<file path="src/rtl/coproc_arbiter.sv">
// rtl/coproc_arbiter.sv - two-requester round-robin job arbiter for a matrix coprocessor
//
// Optional feature: define COPROC_TIMEOUT_EN to build the WAIT-state watchdog.
//
// Ports:
//   clk, reset                       rising-edge clock, asynchronous active-high reset
//   req0_*/req1_*                    job requests: valid/ready handshake, op/size/scalar descriptor
//   cp_op_code, cp_matrix_size,
//   cp_scalar, cp_sel, cp_start      descriptor, bank select and launch pulse to the coprocessor
//   cp_done, cp_overflow             coprocessor completion and overflow status
//   rsp_valid/rsp_ready              result handshake; rsp_id, rsp_overflow, rsp_timeout qualify it
//   busy                             high whenever a job is in flight or a response is pending
module coproc_arbiter #(
  parameter int TIMEOUT_CYCLES = 1000
) (
  input  logic       clk,
  input  logic       reset,
  input  logic       req0_valid,
  input  logic [2:0] req0_op,
  input  logic [1:0] req0_size,
  input  logic [7:0] req0_scalar,
  output logic       req0_ready,
  input  logic       req1_valid,
  input  logic [2:0] req1_op,
  input  logic [1:0] req1_size,
  input  logic [7:0] req1_scalar,
  output logic       req1_ready,
  output logic [2:0] cp_op_code,
  output logic [1:0] cp_matrix_size,
  output logic [7:0] cp_scalar,
  output logic       cp_sel,
  output logic       cp_start,
  input  logic       cp_done,
  input  logic       cp_overflow,
  output logic       rsp_valid,
  output logic       rsp_id,
  output logic       rsp_overflow,
  output logic       rsp_timeout,
  input  logic       rsp_ready,
  output logic       busy
);

  if (TIMEOUT_CYCLES < 1 || TIMEOUT_CYCLES > 65535) begin : g_bad_timeout
    $error("coproc_arbiter: TIMEOUT_CYCLES out of range 1..65535");
  end

  typedef enum logic [1:0] {
    ST_IDLE,
    ST_ISSUE,
    ST_WAIT,
    ST_RESPOND
  } state_t;

  state_t     state;
  state_t     state_nxt;
  logic       rr_last;      // id granted most recently; reset to 1 so req0 wins the first tie
  logic       grant_id;
  logic       accept;
  logic       done_hit;
  logic       timeout_hit;
  logic       id_q;
  logic [2:0] op_q;
  logic [1:0] size_q;
  logic [7:0] scalar_q;
  logic       overflow_q;

  // Round-robin pick: a lone requester always wins, a tie goes to the one not served last.
  always_comb begin
    grant_id = 1'b0;
    if (req0_valid && req1_valid) begin
      grant_id = ~rr_last;
    end else if (req1_valid) begin
      grant_id = 1'b1;
    end
  end

  assign req0_ready = (state == ST_IDLE) && req0_valid && !grant_id;
  assign req1_ready = (state == ST_IDLE) && req1_valid &&  grant_id;
  assign accept     = req0_ready | req1_ready;
  assign done_hit   = (state == ST_WAIT) && cp_done;

`ifdef COPROC_TIMEOUT_EN
  localparam logic [15:0] TIMEOUT_LAST = 16'(TIMEOUT_CYCLES - 1);

  logic [15:0] wait_cnt;
  logic        timeout_q;

  // Counter holds the number of completed WAIT cycles; expiry fires on the
  // WAIT cycle that would bring it to TIMEOUT_CYCLES, unless cp_done wins.
  assign timeout_hit = (state == ST_WAIT) && !cp_done && (wait_cnt == TIMEOUT_LAST);
  assign rsp_timeout = timeout_q;

  always_ff @(posedge clk or posedge reset) begin
    if (reset) begin
      wait_cnt  <= 16'd0;
      timeout_q <= 1'b0;
    end else begin
      if (state == ST_ISSUE) begin
        wait_cnt <= 16'd0;
      end else if ((state == ST_WAIT) && !cp_done) begin
        wait_cnt <= wait_cnt + 16'd1;
      end
      if (done_hit) begin
        timeout_q <= 1'b0;
      end else if (timeout_hit) begin
        timeout_q <= 1'b1;
      end
    end
  end
`else
  assign timeout_hit = 1'b0;
  assign rsp_timeout = 1'b0;
`endif

  always_ff @(posedge clk or posedge reset) begin
    if (reset) begin
      state <= ST_IDLE;
    end else begin
      state <= state_nxt;
    end
  end

  always_comb begin
    state_nxt = state;
    case (state)
      ST_IDLE:    if (accept) state_nxt = ST_ISSUE;
      ST_ISSUE:   state_nxt = ST_WAIT;
      ST_WAIT:    if (done_hit || timeout_hit) state_nxt = ST_RESPOND;
      ST_RESPOND: if (rsp_ready) state_nxt = ST_IDLE;
      default:    state_nxt = ST_IDLE;
    endcase
  end

  // Descriptor and id are captured at acceptance and held until the next one,
  // so the coprocessor inputs stay stable through the whole job and after it.
  always_ff @(posedge clk or posedge reset) begin
    if (reset) begin
      rr_last    <= 1'b1;
      id_q       <= 1'b0;
      op_q       <= 3'd0;
      size_q     <= 2'd0;
      scalar_q   <= 8'd0;
      overflow_q <= 1'b0;
    end else begin
      if (accept) begin
        rr_last  <= grant_id;
        id_q     <= grant_id;
        op_q     <= grant_id ? req1_op     : req0_op;
        size_q   <= grant_id ? req1_size   : req0_size;
        scalar_q <= grant_id ? req1_scalar : req0_scalar;
      end
      if (done_hit) begin
        overflow_q <= cp_overflow;
      end else if (timeout_hit) begin
        overflow_q <= 1'b0;
      end
    end
  end

  assign cp_op_code     = op_q;
  assign cp_matrix_size = size_q;
  assign cp_scalar      = scalar_q;
  assign cp_sel         = id_q;
  assign cp_start       = (state == ST_ISSUE);
  assign rsp_valid      = (state == ST_RESPOND);
  assign rsp_id         = id_q;
  assign rsp_overflow   = overflow_q;
  assign busy           = (state != ST_IDLE);

endmodule

</file>
<file path="config.mk">
export PLATFORM = sky130hd
export DESIGN_NAME = coproc_arbiter
export DESIGN_NICKNAME = d
export VERILOG_FILES = /design/src/rtl/coproc_arbiter.sv
export SDC_FILE = /design/constraint.sdc
export NUM_CORES = 1
export LEC_CHECK = 0
export ABC_AREA = 1
export CORE_UTILIZATION = 36
export CTS_CLUSTER_SIZE = 25
export DETAILED_ROUTE_END_ITERATION = 12
export HOLD_SLACK_MARGIN = 0.1
export PLACE_DENSITY = 0.75
export SLEW_MARGIN = 10
export SYNTH_ARGS = -nofsm -noshare
export SYNTH_HDL_FRONTEND = slang
export SYNTH_SLANG_ARGS = --single-unit
</file>
<file path="constraint.sdc">
create_clock -name clk -period 1.21 [get_ports clk]
set_input_delay 0.121 -clock clk [delete_from_list [all_inputs] [get_ports clk]]
set_output_delay 0.121 -clock clk [all_outputs]
set_load 0.01 [all_outputs]
</file>
* After elaboration in Yosys (flattened, before gate mapping)
Index checks and enable logic that the tools add are counted.
Storage, ports and cells: register bits after elaboration 18
Operators by class: equality and inequality tests 6, muxes and demuxes 9, bitwise logic cells 2, reduce and logical (&&, ||, !) cells 10
Operators with widths (number):
- 2-to-1 mux 2 bit | 4
- 2-to-1 mux 8 bit | 1
- case mux 2 bit (4 select lines) | 1
- logical AND 1 bit | 6
- equality test 2 bit, second input constant | 2
- != test 2 bit, second input constant | 2
- 2-to-1 mux 3 bit | 1
- AND reduction 3 bit | 1
- equality test 2 x 1 -> 1 bit, second input constant | 1
- zero test 2 bit | 1
- 2-to-1 mux 1 bit | 2
- != test 2 x 1 -> 1 bit, second input constant | 1
- nonzero test 2 bit | 1
- zero test 1 bit | 1
- inverter 1 bit | 1
- OR 1 bit | 1

* Longest topological paths before layout
word-level depth 7, mapped depth 7

* Worst setup path before layout
OpenSTA, ideal clock, no wires.
path kind flip-flop to output port, from register state[0], to output port req0_ready, arrival time 1.131 ns, path slack -0.042 ns, stages on the path, launching flop included 5, buffers on the path 0, path through dfrtp_1 -> inv_1 -> ha_1 -> inv_1 -> nor3_1
On the way: cells in the longest elaborated chain, start to end 3
Ends and longest elaborated chain:
- start: declaration | line 54 | state_t state;
- start signal: assignment | line 119 | state <= state_nxt;
- zero test 2 bit | line 77 | assign req0_ready = (state == ST_IDLE) && req0_valid && !grant_id;
- logical AND 1 bit (2 in series) | line 77
- end: declaration | line 22 | output logic req0_ready,
No other way between the ends.

* Worst setup path in the final report
from register state[0], to output port req1_ready
On the way: cells in the longest elaborated chain, start to end 3
Ends and longest elaborated chain:
- zero test 2 bit | line 78 | assign req1_ready = (state == ST_IDLE) && req1_valid && grant_id;
- logical AND 1 bit (2 in series) | line 78
- end: declaration | line 27 | output logic req1_ready,
No other way between the ends.

==> run_summary.xml <==
<?xml version="1.0" encoding="UTF-8"?>
<metrics>
  <group name="logic_synthesis">
    <metric name="synthesized_instance_count" unit="">144</metric>
    <metric name="synth.area.top_cells" unit="">sky130_fd_sc_hd__dfrtp_1, sky130_fd_sc_hd__nand2_1, sky130_fd_sc_hd__nand3_2</metric>
    <metric name="synth.yosys.seq_area_share" unit="">0.393</metric>
    <metric name="synth.avg_cell_area" unit="sq um">7.99</metric>
    <metric name="synth_area_leader_cell" unit="">sky130_fd_sc_hd__dfrtp_1</metric>
    <metric name="synth.cells.most_frequent" unit="">sky130_fd_sc_hd__nand2_1, sky130_fd_sc_hd__inv_1, sky130_fd_sc_hd__dfrtp_1</metric>
    <metric name="synth-main-ff-cell" unit="">sky130_fd_sc_hd__dfrtp_1</metric>
    <metric name="post-synth-top-area-fraction" unit="">0.370</metric>
    <metric name="ys_seq_elements" unit="">18</metric>
    <metric name="synth_enable_flop_cells" unit="">0</metric>
    <metric name="syn-num-nets" unit="">181</metric>
    <metric name="synth.cell_area" unit="sq um">1150</metric>
    <metric name="ys_types" unit="">20</metric>
    <metric name="async_flop_share" unit="">1.00</metric>
    <metric name="yosysMostFrequentCell" unit="">sky130_fd_sc_hd__nand2_1</metric>
    <metric name="yosys_warnings" unit="">0</metric>
  </group>
  <group name="layout">
    <metric name="antenna-diode-count" unit="">0</metric>
    <metric name="final_layout_net_count" unit="">250</metric>
    <metric name="syn2layout_area_growth" unit="%">71.3</metric>
    <metric name="fin_util" unit="">0.645</metric>
    <metric name="filler_cells_inserted" unit="">263</metric>
    <metric name="post_route_cells_drive_above_1_share" unit="">0.316</metric>
    <metric name="multi_input_area" unit="sq um">639</metric>
    <metric name="total_area_of_sequential_cells" unit="sq um">452</metric>
  </group>
  <group name="drt">
    <metric name="ant_nets" unit="">0</metric>
    <metric name="drt-vias-per-instance" unit="">4.46</metric>
    <metric name="routed_wirelength" unit="mm">3.17</metric>
    <metric name="first_pass_iters" unit="">4</metric>
    <metric name="vias" unit="">1141</metric>
    <metric name="drtIter0Drc" unit="">23</metric>
    <metric name="post_drt_wl_per_cell" unit="um">12.4</metric>
    <metric name="detail_route.drc_violations" unit="">0</metric>
  </group>
  <group name="timing">
    <metric name="fin_crit_sh" unit="">1.17</metric>
    <metric name="hold_violations" unit="">0</metric>
    <metric name="fin_ws" unit="ps">-208</metric>
    <metric name="unrepaired_setup_endpoints_after_global_routing" unit="">yes</metric>
    <metric name="timing.hold.ws" unit="ps">141</metric>
    <metric name="f_max" unit="MHz">705</metric>
    <metric name="final_period_minus_worst_setup_slack" unit="ps">1420</metric>
    <metric name="slew_viol_final" unit="">0</metric>
    <metric name="finClkSkew" unit="ps">4.44</metric>
    <metric name="finalSetupViolCount" unit="">21</metric>
  </group>
  <group name="power">
    <metric name="vdd_ir_drop_max" unit="mV">1.32</metric>
    <metric name="fin_total_pwr" unit="mW">4.14</metric>
    <metric name="switching_share" unit="">0.412</metric>
    <metric name="cellInternalPower" unit="mW">2.43</metric>
    <metric name="power_per_cell_area" unit="nW/um^2">2100</metric>
    <metric name="pwr-share-clk" unit="">0.094</metric>
    <metric name="static-leakage-power" unit="nW">1.02</metric>
    <metric name="seq_power_share" unit="">0.270</metric>
    <metric name="power_switching" unit="mW">1.70</metric>
    <metric name="combinational_fraction_of_design_power" unit="">0.636</metric>
  </group>
  <group name="clocking">
    <metric name="root_buffer" unit="">sky130_fd_sc_hd__clkbuf_4</metric>
    <metric name="cts-root-to-sink-buffers" unit="">2</metric>
    <metric name="tritoncts" unit="">built</metric>
    <metric name="clock_sinks" unit="">18</metric>
    <metric name="clkTransAtPathRegs" unit="ps">120</metric>
    <metric name="clock_latency" unit="ps">290</metric>
    <metric name="htreeDepth" unit="">1</metric>
    <metric name="hold_buffers" unit="">0</metric>
    <metric name="cts_made_buffers" unit="">3</metric>
  </group>
  <group name="worst_setup_path">
    <metric name="path_class" unit="">reg2out</metric>
    <metric name="critPathMaxFanout" unit="">3</metric>
    <metric name="end_kind" unit="">primary output</metric>
    <metric name="worst_ep_required_time" unit="ps">1090</metric>
    <metric name="setup.worst_path.start_class" unit="">flop</metric>
    <metric name="critical_path_arrival" unit="ps">1300</metric>
  </group>
  <group name="status">
    <metric name="violations" unit="">negative setup slack</metric>
    <metric name="run_status" unit="">finished, violations left</metric>
  </group>
  <group name="die">
    <metric name="starting_density_of_the_core" unit="">0.377</metric>
    <metric name="dieArea" unit="sq um">3420</metric>
    <metric name="floorplan.die.width" unit="um">58.5</metric>
    <metric name="core_area" unit="sq um">3050</metric>
    <metric name="die_h" unit="um">58.5</metric>
    <metric name="ios" unit="">55</metric>
    <metric name="num_rows" unit="">20</metric>
  </group>
  <group name="flow_run">
    <metric name="max_cap_viols" unit="">0</metric>
  </group>
  <group name="min_path">
    <metric name="hold_class" unit="">in2async</metric>
  </group>
  <group name="global_routing">
    <metric name="first_pass_grt_wire_length" unit="mm">5.07</metric>
    <metric name="first_global_vias" unit="">1175</metric>
    <metric name="globalRoute.totalOverflow" unit="">0</metric>
    <metric name="grt_max_degree" unit="">19</metric>
    <metric name="global_route_usage_over_all_layers" unit="">0.199</metric>
    <metric name="grt_antenna_before_repair" unit="">0</metric>
  </group>
  <group name="place">
    <metric name="globalplace.congestion" unit="">0.717</metric>
    <metric name="place.detailed.hpwl" unit="mm">2.20</metric>
    <metric name="post-place-ws" unit="ps">-390</metric>
    <metric name="io_buffers" unit="">53</metric>
  </group>
</metrics>
## cell usage in the layout, fill, tap and decap left out, types with 2 or more instances in the layout
cell / synthesis / routed
sky130_fd_sc_hd__buf_6: 3 / 13
sky130_fd_sc_hd__ha_4: 0 / 4
sky130_fd_sc_hd__inv_4: 1 / 2
sky130_fd_sc_hd__dfrtp_1: 17 / 17
sky130_fd_sc_hd__buf_4: 3 / 10
sky130_fd_sc_hd__nand3_1: 6 / 4
sky130_fd_sc_hd__nand2_1: 51 / 43
sky130_fd_sc_hd__inv_1: 23 / 18
sky130_fd_sc_hd__nand3b_1: 13 / 13
sky130_fd_sc_hd__nand2_2: 2 / 7
sky130_fd_sc_hd__inv_2: 1 / 4
sky130_fd_sc_hd__clkdlybuf4s50_1: 0 / 32
sky130_fd_sc_hd__nand2_4: 1 / 4
sky130_fd_sc_hd__clkbuf_4: 0 / 3
sky130_fd_sc_hd__nand3_2: 10 / 12
sky130_fd_sc_hd__nand4_1: 2 / 2
sky130_fd_sc_hd__dlygate4sd2_1: 0 / 15
## through the flow
stage               area, sq um  setup TNS [ps]  std cells
floorplan                  1150               0        144
global placement           1780           -3910        247
detailed placement         1780           -4620        247
CTS                        1870           -1160        257
global route               1970           -2140        256
finish                     1970            -963        256
## final cells by class
| cell class | instances | share of cell area |
|---|---|---|
| inverters | 25 | 0.0527 |
| well taps | 44 | 0.0280 |
| clock buffers | 4 | 0.0184 |
| repair buffers | 72 | 0.347 |
| multi-input cells | 93 | 0.325 |
| flip-flops and latches | 18 | 0.229 |
## logic make-up after synthesis
| logic type | synth area share |
|---|---|
| AO/OA/AOI/OAI | 0.0185 |
| adder cells (fa/ha/maj) | 0.0435 |
| buffers and inverters | 0.141 |
| flip-flops | 0.393 |
| other | 0.00326 |
| AND/OR/NAND/NOR | 0.400 |
## per-layer routing
layer | vias to the layer above | global-route usage | share of wire
met2 | 25 | 0.374 | 0.55
met3 | 4 | 0.0396 | 0.036
met5 | - | 0 | 0
met1 | 540 | 0.218 | 0.40
li1 | 572 | - | -
met4 | 0 | 0.0748 | 0.014
## state kept, by name (all words and copies together), names as in the netlist
signal / flops
cp_sel: 1
state: 2
cp_op_code: 3
rsp_overflow: 1
rr_last: 1
cp_matrix_size: 2
cp_scalar: 8
## final timing paths
check	start	end	slack (ps)	cells past startpoint
min in group clk	cp_overflow	rsp_overflow	360	3
worst min register to register	cp_scalar[2]	cp_scalar[2]	480	2
worst min-delay path	reset	cp_sel	140	3
max in group asynchronous	reset	rr_last	810	3
worst max register to register	state[0]	state[0]	-70	8
worst max-delay path	state[0]	req1_ready	-210	6
## power groups by stage
| stage | clock network (mW) | logic, mW | registers, mW |
|---|---|---|---|
| after floorplan | 0 | 1.02 | 1.21 |
| after global placement | 0 | 2.19 | 1.09 |
| after detailed placement | 0 | 2.25 | 1.10 |
| after CTS | 0.409 | 2.28 | 1.09 |
| after global routing | 0.431 | 2.85 | 1.14 |
| final | 0.389 | 2.63 | 1.12 |
## critical path, stage by stage, from the launching register on
cell	delay, ps
sky130_fd_sc_hd__dfrtp_1	410
sky130_fd_sc_hd__inv_2	70
sky130_fd_sc_hd__ha_4	180
sky130_fd_sc_hd__buf_4	140
sky130_fd_sc_hd__nand2_4	60
sky130_fd_sc_hd__inv_2	40
sky130_fd_sc_hd__buf_6	110
## repair_timing
| action | 4_1_cts | 5_1_grt |
|---|---|---|
| resized for setup | 53 | 29 |
| endpoints found under the hold margin | 0 | 0 |
| endpoints found under the setup margin | 38 | 24 |
| pin swaps | 2 | 9 |
| setup buffers | 6 | 5 |
Note: power is estimated with default switching activity, not from simulation.
